==> config.mk <==
export PLATFORM = sky130hd
export DESIGN_NAME = rs_issue_arbiter
export DESIGN_NICKNAME = d
export VERILOG_FILES = /design/src/rtl/rs_issue_arbiter.sv
export SDC_FILE = /design/constraint.sdc
export NUM_CORES = 1
export LEC_CHECK = 0
export BUFFER_PORTS_ARGS = -buffer_cell sky130_fd_sc_hd__buf_2
export CAP_MARGIN = 20
export CORE_UTILIZATION = 35
export DETAILED_ROUTE_END_ITERATION = 7
export MAX_ROUTING_LAYER = met4
export SYNTH_ARGS = -nofsm -noshare
export SYNTH_HDL_FRONTEND = slang
export SYNTH_SLANG_ARGS = --single-unit
==> constraint.sdc <==
create_clock -name clk_in -period 4.5 [get_ports clk_in]
set_input_delay 0.45 -clock clk_in [delete_from_list [all_inputs] [get_ports clk_in]]
set_output_delay 0.45 -clock clk_in [all_outputs]
set_load 0.005 [all_outputs]
==> src/rtl/rs_issue_arbiter.sv <==
// rs_issue_arbiter
//   Age-ordered issue scheduler between the reservation-station slot storage
//   and the ALU issue port. It records the order in which RS slots are
//   allocated (an age matrix) and every cycle picks the oldest slot whose
//   operands are ready. The pick is held in a valid/ready output register
//   until the ALU accepts it. A ROB flush drops all tracked slots.
//
//   Optional feature: define ARB_PERF_CNT_EN to add the stall and issue
//   performance counters (arb_stall_cnt_out, arb_issue_cnt_out).
//
// Ports
//   clk_in               clock, all state updates on posedge
//   rst_in               synchronous reset, active-low (wins over everything)
//   rdy_in               global enable; 0 freezes all state
//   rob_arb_rst_in       misprediction flush, active-high
//   rs_arb_alloc_en_in   dispatcher writes a slot this cycle
//   rs_arb_alloc_idx_in  index of the slot being written
//   rs_arb_ready_in      per-slot operands-ready vector (bit 0 ignored)
//   alu_arb_rdy_in       ALU accepts an instruction this cycle
//   arb_alu_valid_out    issue request valid
//   arb_alu_idx_out      slot index being issued
//   arb_occupancy_out    tracked slots not yet selected
//   arb_err_out          sticky flag: an illegal allocation was seen
//   arb_stall_cnt_out    (ARB_PERF_CNT_EN) edges with valid_out=1, rdy=0
//   arb_issue_cnt_out    (ARB_PERF_CNT_EN) completed transfers
module rs_issue_arbiter #(
    parameter int RS_COUNT = 16,
    parameter int IDX_W    = 4
) (
    input  logic                clk_in,
    input  logic                rst_in,
    input  logic                rdy_in,
    input  logic                rob_arb_rst_in,
    input  logic                rs_arb_alloc_en_in,
    input  logic [IDX_W-1:0]    rs_arb_alloc_idx_in,
    input  logic [RS_COUNT-1:0] rs_arb_ready_in,
    input  logic                alu_arb_rdy_in,
    output logic                arb_alu_valid_out,
    output logic [IDX_W-1:0]    arb_alu_idx_out,
    output logic [IDX_W:0]      arb_occupancy_out,
    output logic                arb_err_out
`ifdef ARB_PERF_CNT_EN
    ,
    output logic [31:0]         arb_stall_cnt_out,
    output logic [31:0]         arb_issue_cnt_out
`endif
);

    logic [RS_COUNT-1:0] r_valid;
    // r_older[i][j] = 1 : slot i was allocated before slot j
    logic [RS_COUNT-1:0] r_older [RS_COUNT];
    logic                r_vout;
    logic [IDX_W-1:0]    r_idx;
    logic [IDX_W:0]      r_occ;
    logic                r_err;

    logic [RS_COUNT-1:0] w_cand;
    logic [RS_COUNT-1:0] w_blk;
    logic [RS_COUNT-1:0] w_win;
    logic [IDX_W-1:0]    w_win_idx;
    logic                w_has_win;
    logic                w_load;
    logic                w_grant;
    logic                w_alloc_ok;
    logic                w_alloc_bad;
    logic [RS_COUNT-1:0] w_valid_nxt;

    // A candidate is blocked if any other candidate is older than it. The
    // age matrix is a strict total order over valid slots, so at most one
    // candidate survives and w_win is one-hot (or zero).
    always_comb begin
        w_cand    = r_valid & rs_arb_ready_in;
        w_cand[0] = 1'b0;
        w_blk     = '0;
        w_win     = '0;
        w_win_idx = '0;
        for (int i = 1; i < RS_COUNT; i++) begin
            for (int j = 1; j < RS_COUNT; j++) begin
                w_blk[i] = w_blk[i] | (w_cand[j] & r_older[j][i]);
            end
            w_win[i] = w_cand[i] & ~w_blk[i];
            if (w_win[i]) begin
                w_win_idx = w_win_idx | IDX_W'(i);
            end
        end
    end

    assign w_has_win   = |w_win;
    assign w_load      = ~r_vout | alu_arb_rdy_in;
    assign w_grant     = w_load & w_has_win;
    assign w_alloc_ok  = rs_arb_alloc_en_in && (rs_arb_alloc_idx_in != '0)
                         && !r_valid[rs_arb_alloc_idx_in];
    assign w_alloc_bad = rs_arb_alloc_en_in && !w_alloc_ok;

    // Selection is made on pre-edge state, so a slot allocated this cycle
    // cannot also be granted this cycle.
    always_comb begin
        w_valid_nxt = r_valid;
        if (w_grant) begin
            w_valid_nxt = w_valid_nxt & ~w_win;
        end
        if (w_alloc_ok) begin
            w_valid_nxt[rs_arb_alloc_idx_in] = 1'b1;
        end
    end

    always_ff @(posedge clk_in) begin
        if (!rst_in) begin
            r_valid <= '0;
            for (int i = 0; i < RS_COUNT; i++) begin
                r_older[i] <= '0;
            end
            r_vout <= 1'b0;
            r_idx  <= '0;
            r_occ  <= '0;
            r_err  <= 1'b0;
        end else if (rdy_in) begin
            if (rob_arb_rst_in) begin
                r_valid <= '0;
                r_occ   <= '0;
                r_vout  <= 1'b0;
            end else begin
                r_valid <= w_valid_nxt;
                if (w_load) begin
                    r_vout <= w_has_win;
                    if (w_has_win) begin
                        r_idx <= w_win_idx;
                    end
                end
                // New slot is younger than everything currently tracked.
                // Stale bits left in rows of freed slots are harmless: a row
                // is cleared when its slot is allocated again.
                if (w_alloc_ok) begin
                    r_older[rs_arb_alloc_idx_in] <= '0;
                    for (int j = 1; j < RS_COUNT; j++) begin
                        if (r_valid[j]) begin
                            r_older[j][rs_arb_alloc_idx_in] <= 1'b1;
                        end
                    end
                end
                if (w_alloc_ok && !w_grant) begin
                    r_occ <= r_occ + (IDX_W+1)'(1);
                end else if (!w_alloc_ok && w_grant) begin
                    r_occ <= r_occ - (IDX_W+1)'(1);
                end
                if (w_alloc_bad) begin
                    r_err <= 1'b1;
                end
            end
        end
    end

    assign arb_alu_valid_out = r_vout;
    assign arb_alu_idx_out   = r_idx;
    assign arb_occupancy_out = r_occ;
    assign arb_err_out       = r_err;

`ifdef ARB_PERF_CNT_EN
    logic [31:0] r_stall_cnt;
    logic [31:0] r_issue_cnt;

    always_ff @(posedge clk_in) begin
        if (!rst_in) begin
            r_stall_cnt <= '0;
            r_issue_cnt <= '0;
        end else if (rdy_in && !rob_arb_rst_in) begin
            if (r_vout && !alu_arb_rdy_in) begin
                r_stall_cnt <= r_stall_cnt + 32'd1;
            end
            if (r_vout && alu_arb_rdy_in) begin
                r_issue_cnt <= r_issue_cnt + 32'd1;
            end
        end
    end

    assign arb_stall_cnt_out = r_stall_cnt;
    assign arb_issue_cnt_out = r_issue_cnt;
`endif

endmodule
==> results.txt, run 1 <==
Status -> finished clean
Die extent in x -> 171.5 µm
Leak pwr -> 4.581 nW
Most used DFF post-synth -> dfxtp_1
Ports -> 37
Fin. Hold Viols -> 0
Clock skew -> 11.30 ps
Die Y -> 171.5 µm
Actual slew at the worst max-slew pin -> 1144 ps
Antenna cells -> 0
Slowest cell delay on critical path -> 550 ps
Area growth, synth to finish -> 16.22%
Hold path cells -> 3
Drt wl/cell -> 27.40 µm
CP Launch Type -> register
Pwr dens -> 400.2 nW/µm²
Layout Cells excl Fill -> 1386
Setup Crit Path Kind -> reg2reg
Synth Net Count -> 976
Clock buffer count from CTS -> 26
Via count -> 8625
Final critical-path share of the clock period -> 0.8977
Post-layout util -> 0.4170
PortBufs -> 35
CP endpoint kind -> register
Synth area leaders -> dfxtp_1 50%, a22o_1 15%, a22oi_1 6.9%, nor2_1 2.7%, and2_1 2.3%
Row cnt -> 61
Post-layout net count -> 1019
Vias in the first global route -> 8408
Worst reg2reg startpoint -> r_valid[5]
Hold slack -> 193.1 ps
Largest net degree at the start of global routing -> 40
Crit-path cells -> and2_1 > buf_4 > a22oi_1 > and3_1 > nand4_1 > nand4_1 > o41ai_4 > nand2_1 > fa_1 > a21o_1 > a21oi_1 > nor2b_1 > mux2i_1 > or3_1 > a31oi_1
Most frequent cell on the critical path -> nand4_1
Dpl hpwl -> 24.30 mm
Resized cells post-CTS -> 0
Min-delay src -> rs_arb_alloc_en_in
Placer Congestion -> 0.9188
Avg Cell Area, Syn -> 10.63 µm²
Clock Tree Root -> clkbuf_16
Clk_lat worst skew -> 540 ps
Synth async-reset ratio -> 0
Antenna violations before repair -> 0
Depth of the most critical reg-to-reg path -> 15
Synth cell types -> 46
Cts-stage hold buffer count -> 0
Total wire length -> 37.98 mm
RSZ-0062 raised after global routing -> false
Top-area cell type share of the netlist area -> 0.5000
Gr usage total -> 0.2676
CP max stage cell -> and2_1
Post-synth EDFFs -> 0
First-pass GRT wire length -> 55.83 mm
Initial Util -> 0.3588
Via density -> 6.223
Max Clk Rate -> 247.5 MHz
Worst reg2reg setup slack -> 460 ps
Final setup fails -> 0
Total power -> 4.674 mW
Reg clk slew, reported paths -> 70 ps
Grt ovf -> 0
WHS Endpoint -> arb_err_out
Endpoint arrival time on the critical path -> 4500 ps
Flops & latches, synth -> 251
Setup tns final -> 0 ps
H-tree levels -> 1
Largest area contributor in the netlist -> dfxtp_1
Reg area -> 5025 µm²
Max-slew violation total from the final report -> 0
Max-cap viol count -> 0
Critical-path maximum fanout -> 8
CTS sink cnt -> 251
Total setup buffers inserted after CTS -> 0
Core area -> 28010 µm²
Tmin final -> 4040 ps
DRT iter0 DRCs -> 1206
Share of cells above drive strength 1 -> 0.1806
Area of the multi-input gates -> 4420 µm²
R2r endpoint -> arb_occupancy_out[4]
CTS tree -> yes
Initial DRT Pass Iterations -> 5
Yosys warnings -> 0
Hold Path Class -> in2reg
Dpl cells -> 1337
Worst EP required -> 4960 ps
Remaining DRCs -> 0
Filler Cell Count -> 2709
Final antenna-violating net count -> 0
Die ar. -> 29400 µm²
Sequential area share after synthesis -> 0.5000
Post-Synthesis Cells -> 945
VDD IR max -> 252.4 µV
Max Root-Sink Buffers -> 3
Rel. slew slack -> 0.2366
Post-Syn Area -> 10050 µm²
## worst max-delay path, delay by kind of cell (launching register included)
family	cells	cell delay, ps
buffers and inverters	1	270
flip-flops	1	330
AND/OR/NAND/NOR	7	1820
AO/OA/AOI/OAI	5	1010
multiplexers	1	90
adder cells (fa/ha/maj)	1	450
## stage by stage
stage,area (µm²),setup WS [ps]
after floorplan,10050,929.3
after global placement,10750,331.4
after detailed placement,10750,348.1
after CTS,11650,535.4
after global routing,11680,248.2
final,11680,460.2
## sequential cells by signal (all words and copies together) (netlist names)
| register | count |
|---|---|
| arb_occupancy_out | 5 |
| arb_err_out | 1 |
| r_valid | 15 |
| arb_alu_idx_out | 4 |
| r_older | 225 |
| arb_alu_valid_out | 1 |
## synth_stat cells, types with 2 or more instances
master / number
a211oi_1: 13
a21o_1: 15
a21oi_1: 7
a221oi_1: 6
a222oi_1: 15
a22o_1: 169
a22oi_1: 92
a311oi_1: 2
a31oi_1: 2
a32o_1: 20
and2_1: 37
and3_1: 9
and4_1: 7
and4b_1: 2
buf_2: 42
buf_4: 24
buf_6: 10
clkbuf_1: 23
dfxtp_1: 251
ha_1: 4
inv_1: 3
mux2i_1: 2
mux4_2: 4
nand2_1: 22
nand2b_1: 8
nand3_1: 2
nand4_1: 21
nor2_1: 71
nor2_2: 7
nor2b_1: 7
nor3_1: 6
nor3_4: 9
o21ai_0: 19
xor2_1: 2
## report_power, final
| group | internal, mW | switching (mW) | leakage, nW |
|---|---|---|---|
| clock | 1.36 | 0.905 | 0.454 |
| sequential | 2.22 | 0.00319 | 2.02 |
| combinational | 0.0479 | 0.139 | 2.11 |
| total | 3.63 | 1.05 | 4.58 |
## routing by layer
| metal | GRT usage | wire length [µm] | share of wire | vias up |
|---|---|---|---|---|
| li1 | - | - | - | 3736 |
| met1 | 0.3397 | 15610 | 0.41 | 4282 |
| met2 | 0.4108 | 17190 | 0.45 | 506 |
| met3 | 0.05453 | 3596 | 0.095 | 101 |
| met4 | 0.1168 | 1576 | 0.041 | 0 |
| met5 | - | 0 | 0 | - |
## cell families after synthesis
| kind of cell | Yosys count | synth area share |
|---|---|---|
| multiplexers | 7 | 0.01208 |
| AO/OA/AOI/OAI | 364 | 0.2977 |
| flip-flops | 251 | 0.5000 |
| AND/OR/NAND/NOR | 212 | 0.1205 |
| adder cells (fa/ha/maj) | 5 | 0.006972 |
| buffers and inverters | 103 | 0.06013 |
| XOR/XNOR | 3 | 0.002615 |
## layout by cell type, fill, tap and decap left out, drive strengths merged, types with 13 or more instances in the layout
cell	instances
o21ai	20
a21o	15
buf	115
a32o	20
clkbuf	40
nor2	78
a22oi	92
a222oi	15
nand2	22
nor3	15
dfxtp	251
nand4	21
a22o	169
a211oi	13
and2	38
## final cells by class
cell class / count / area share
flip-flops and latches: 251 / 0.4302
multi-input cells: 591 / 0.3785
repair buffers: 115 / 0.07242
clock buffers: 40 / 0.06974
well taps: 378 / 0.04049
clock inverters: 8 / 0.007713
inverters: 3 / 0.0009641
## how the worst max path moves through the flow
stage | depth (start not counted) | startpoint | slack, ps | end
2_1_floorplan | 16 | rs_arb_ready_in[2] | 930 | arb_occupancy_out[4]
3_3_place_gp | 16 | rs_arb_ready_in[5] | 330 | arb_occupancy_out[4]
3_5_place_dp | 15 | rs_arb_ready_in[13] | 350 | arb_occupancy_out[4]
4_1_cts | 15 | r_valid[4] | 540 | arb_occupancy_out[4]
5_1_grt | 15 | r_valid[5] | 250 | arb_occupancy_out[4]
6_report | 15 | r_valid[5] | 460 | arb_occupancy_out[4]
No activity file was read; power rests on OpenSTA's default activity.
==> run 2: changes to the inputs <==
--- a/config.mk
+++ b/config.mk
@@ -10,6 +10,7 @@
 export CORE_UTILIZATION = 35
 export DETAILED_ROUTE_END_ITERATION = 7
 export MAX_ROUTING_LAYER = met4
+export PLACE_DENSITY = 0.59
 export SYNTH_ARGS = -nofsm -noshare
 export SYNTH_HDL_FRONTEND = slang
 export SYNTH_SLANG_ARGS = --single-unit
==> results.txt, run 2 (synthesis results as in run 1) <==
Status -> finished clean
Die ar. -> 29400 µm² (unchanged)
Routed met3 length -> 3.571 mm (-0.70%)
Via count -> 8670 (+0.52%)
Total wire length -> 37.68 mm (-0.80%)
PortBufs -> 35 (unchanged)
Area growth, synth to finish -> 15.02%
Hold Path Class -> in2reg
Share of cells above drive strength 1 -> 0.1709 (-0.009701)
Depth of the most critical reg-to-reg path -> 14 (-1)
Filler Cell Count -> 2697 (-0.44%)
Hold path cells -> 3 (unchanged)
Min-delay src -> rs_arb_alloc_en_in
Gr usage total -> 0.2636 (-0.004038)
Endpoint arrival time on the critical path -> 4520 ps (+20 ps)
Resized cells post-CTS -> 0 (unchanged)
Max-cap viol count -> 0 (unchanged)
Most frequent cells in the layout -> 251 x dfxtp_1, 169 x a22o_1, 92 x a22oi_1
Met2 WL -> 16.55 mm (-3.8%)
Actual slew at the worst max-slew pin -> 1195 ps (+51.45 ps)
Total setup buffers inserted after CTS -> 0 (unchanged)
Grt ovf -> 0 (unchanged)
Drt wl/cell -> 27.44 µm (+0.14%)
Reg clk slew, reported paths -> 60 ps (about the same)
Worst reg2reg startpoint -> r_valid[9]
Row cnt -> 61 (unchanged)
VDD IR max -> 289.1 µV (+15%)
CTS tree -> yes
Die extent in x -> 171.5 µm (unchanged)
Final setup fails -> 0 (unchanged)
RSZ-0062 raised after global routing -> false
WHS Endpoint -> arb_err_out
Dpl hpwl -> 23.43 mm (-3.6%)
Top reg by flops -> r_older
Vias in the first global route -> 8252 (-1.9%)
WL met1 -> 15.50 mm (-0.74%)
CP Launch Type -> register
Max Clk Rate -> 246.3 MHz (-0.48%)
Pwr dens -> 403.5 nW/µm² (+0.82%)
Largest register FFs -> 225 (unchanged)
Initial DRT Pass Iterations -> 7 (+2)
Clock Tree Root -> clkbuf_16
Clk_lat worst skew -> 530 ps (about the same)
Clock skew -> 7.730 ps (-3.573 ps)
Leak pwr -> 4.503 nW (-1.7%)
Largest net degree at the start of global routing -> 32 (-20%)
Fin. Hold Viols -> 0 (unchanged)
Critical-path maximum fanout -> 11 (+3)
Max Root-Sink Buffers -> 3 (unchanged)
Dpl cells -> 1324 (-0.97%)
Post-layout net count -> 1006 (-1.3%)
Ports -> 37 (unchanged)
Setup tns final -> 0 ps (unchanged)
Rel. slew slack -> 0.2023 (-0.03434)
Layout Cells excl Fill -> 1373 (-0.94%)
Initial Util -> 0.3588 (unchanged)
Clock buffer count from CTS -> 27 (+3.8%)
Setup Crit Path Kind -> reg2reg
Highest routed layer -> met4
DRT iter0 DRCs -> 1128 (-6.5%)
Core area -> 28010 µm² (unchanged)
CP endpoint kind -> register
First-pass GRT wire length -> 55.10 mm (-1.3%)
Placer Congestion -> 0.9025 (-1.8%)
Antenna violations before repair -> 0 (unchanged)
Tmin final -> 4059 ps (+19.51 ps)
Final critical-path share of the clock period -> 0.9021 (+0.004336)
Final antenna-violating net count -> 0 (unchanged)
Antenna cells -> 0 (unchanged)
R2r endpoint -> arb_occupancy_out[4]
CTS sink cnt -> 251 (unchanged)
H-tree levels -> 1 (unchanged)
Worst EP required -> 4960 ps (about the same)
Max-slew violation total from the final report -> 0 (unchanged)
Die Y -> 171.5 µm (unchanged)
Commonest non-fill, non-tap cell in the layout -> dfxtp_1
Worst reg2reg setup slack -> 440 ps (-20 ps)
Cts-stage hold buffer count -> 0 (unchanged)
Via density -> 6.315 (+1.5%)
Remaining DRCs -> 0 (unchanged)
## run 2: cell count changes in the layout (fill, tap and decap cells not counted)
cell,change
buf_4,-13
clkbuf_8,-2
buf_12,-1
clkbuf_1,-1
clkinv_4,+2
clkinv_2,+2
## run 2: where the power goes
part           total (mW)  internal [mW]  switching [mW]
clock                2.25           1.33           0.922
combinational       0.185         0.0478           0.137
sequential           2.23           2.22         0.00319
## run 2: worst max path at each step
stage,from,to,slack [ps],cells past startpoint
after floorplan,rs_arb_ready_in[2],arb_occupancy_out[4],930,16
after global placement,rs_arb_ready_in[9],arb_occupancy_out[4],370,15
after detailed placement,rs_arb_ready_in[9],arb_occupancy_out[4],320,15
after CTS,r_valid[4],arb_occupancy_out[4],490,14
after global routing,r_valid[4],arb_occupancy_out[4],210,14
final,r_valid[9],arb_occupancy_out[4],440,14
## run 2: area by class of cell
class / count / area, µm² / area share
tap: 378 / 473.0 / 0.04092
sequential: 251 / 5025 / 0.4347
clock buffer: 37 / 783.3 / 0.06776
inverter: 3 / 11.26 / 0.0009742
timing repair buffer: 101 / 728.2 / 0.06300
clock inverter: 12 / 117.6 / 0.01018
multi-input combinational: 591 / 4420 / 0.3824
## run 2: worst max-delay path, stage by stage (launching register included)
cell,delay (ps)
dfxtp_1,370
and2_1,580
buf_4,290
a222oi_1,100
nand4_1,290
nand4_1,230
o41ai_4,380
nand2_1,230
fa_1,450
a21o_1,190
a21oi_1,180
nor2b_1,140
mux2i_1,80
or3_1,310
a31oi_1,150
## run 2: metal layers
layer / global-route usage / up-vias
li1: - / 3702
met1: 0.3416 / 4277
met2: 0.3990 / 573
met3: 0.03659 / 118
met4: 0.1370 / 0
met5: - / -
## run 2: through the flow
| step | instance area, µm² | total power [mW] | util | setup WS [ps] | hold WS (ps) |
|---|---|---|---|---|---|
| floorplan | 10050 | 2.378 | - | 929.3 | 418.8 |
| global placement | 10630 | 2.454 | 0.3795 | 368.3 | 426.5 |
| detailed placement | 10660 | 2.458 | 0.3805 | 317.0 | 431.0 |
| CTS | 11560 | 4.675 | 0.4127 | 490.2 | 172.6 |
| global route | 11560 | 4.771 | 0.4127 | 207.9 | 217.8 |
| finish | 11560 | 4.664 | 0.4127 | 440.6 | 187.1 |
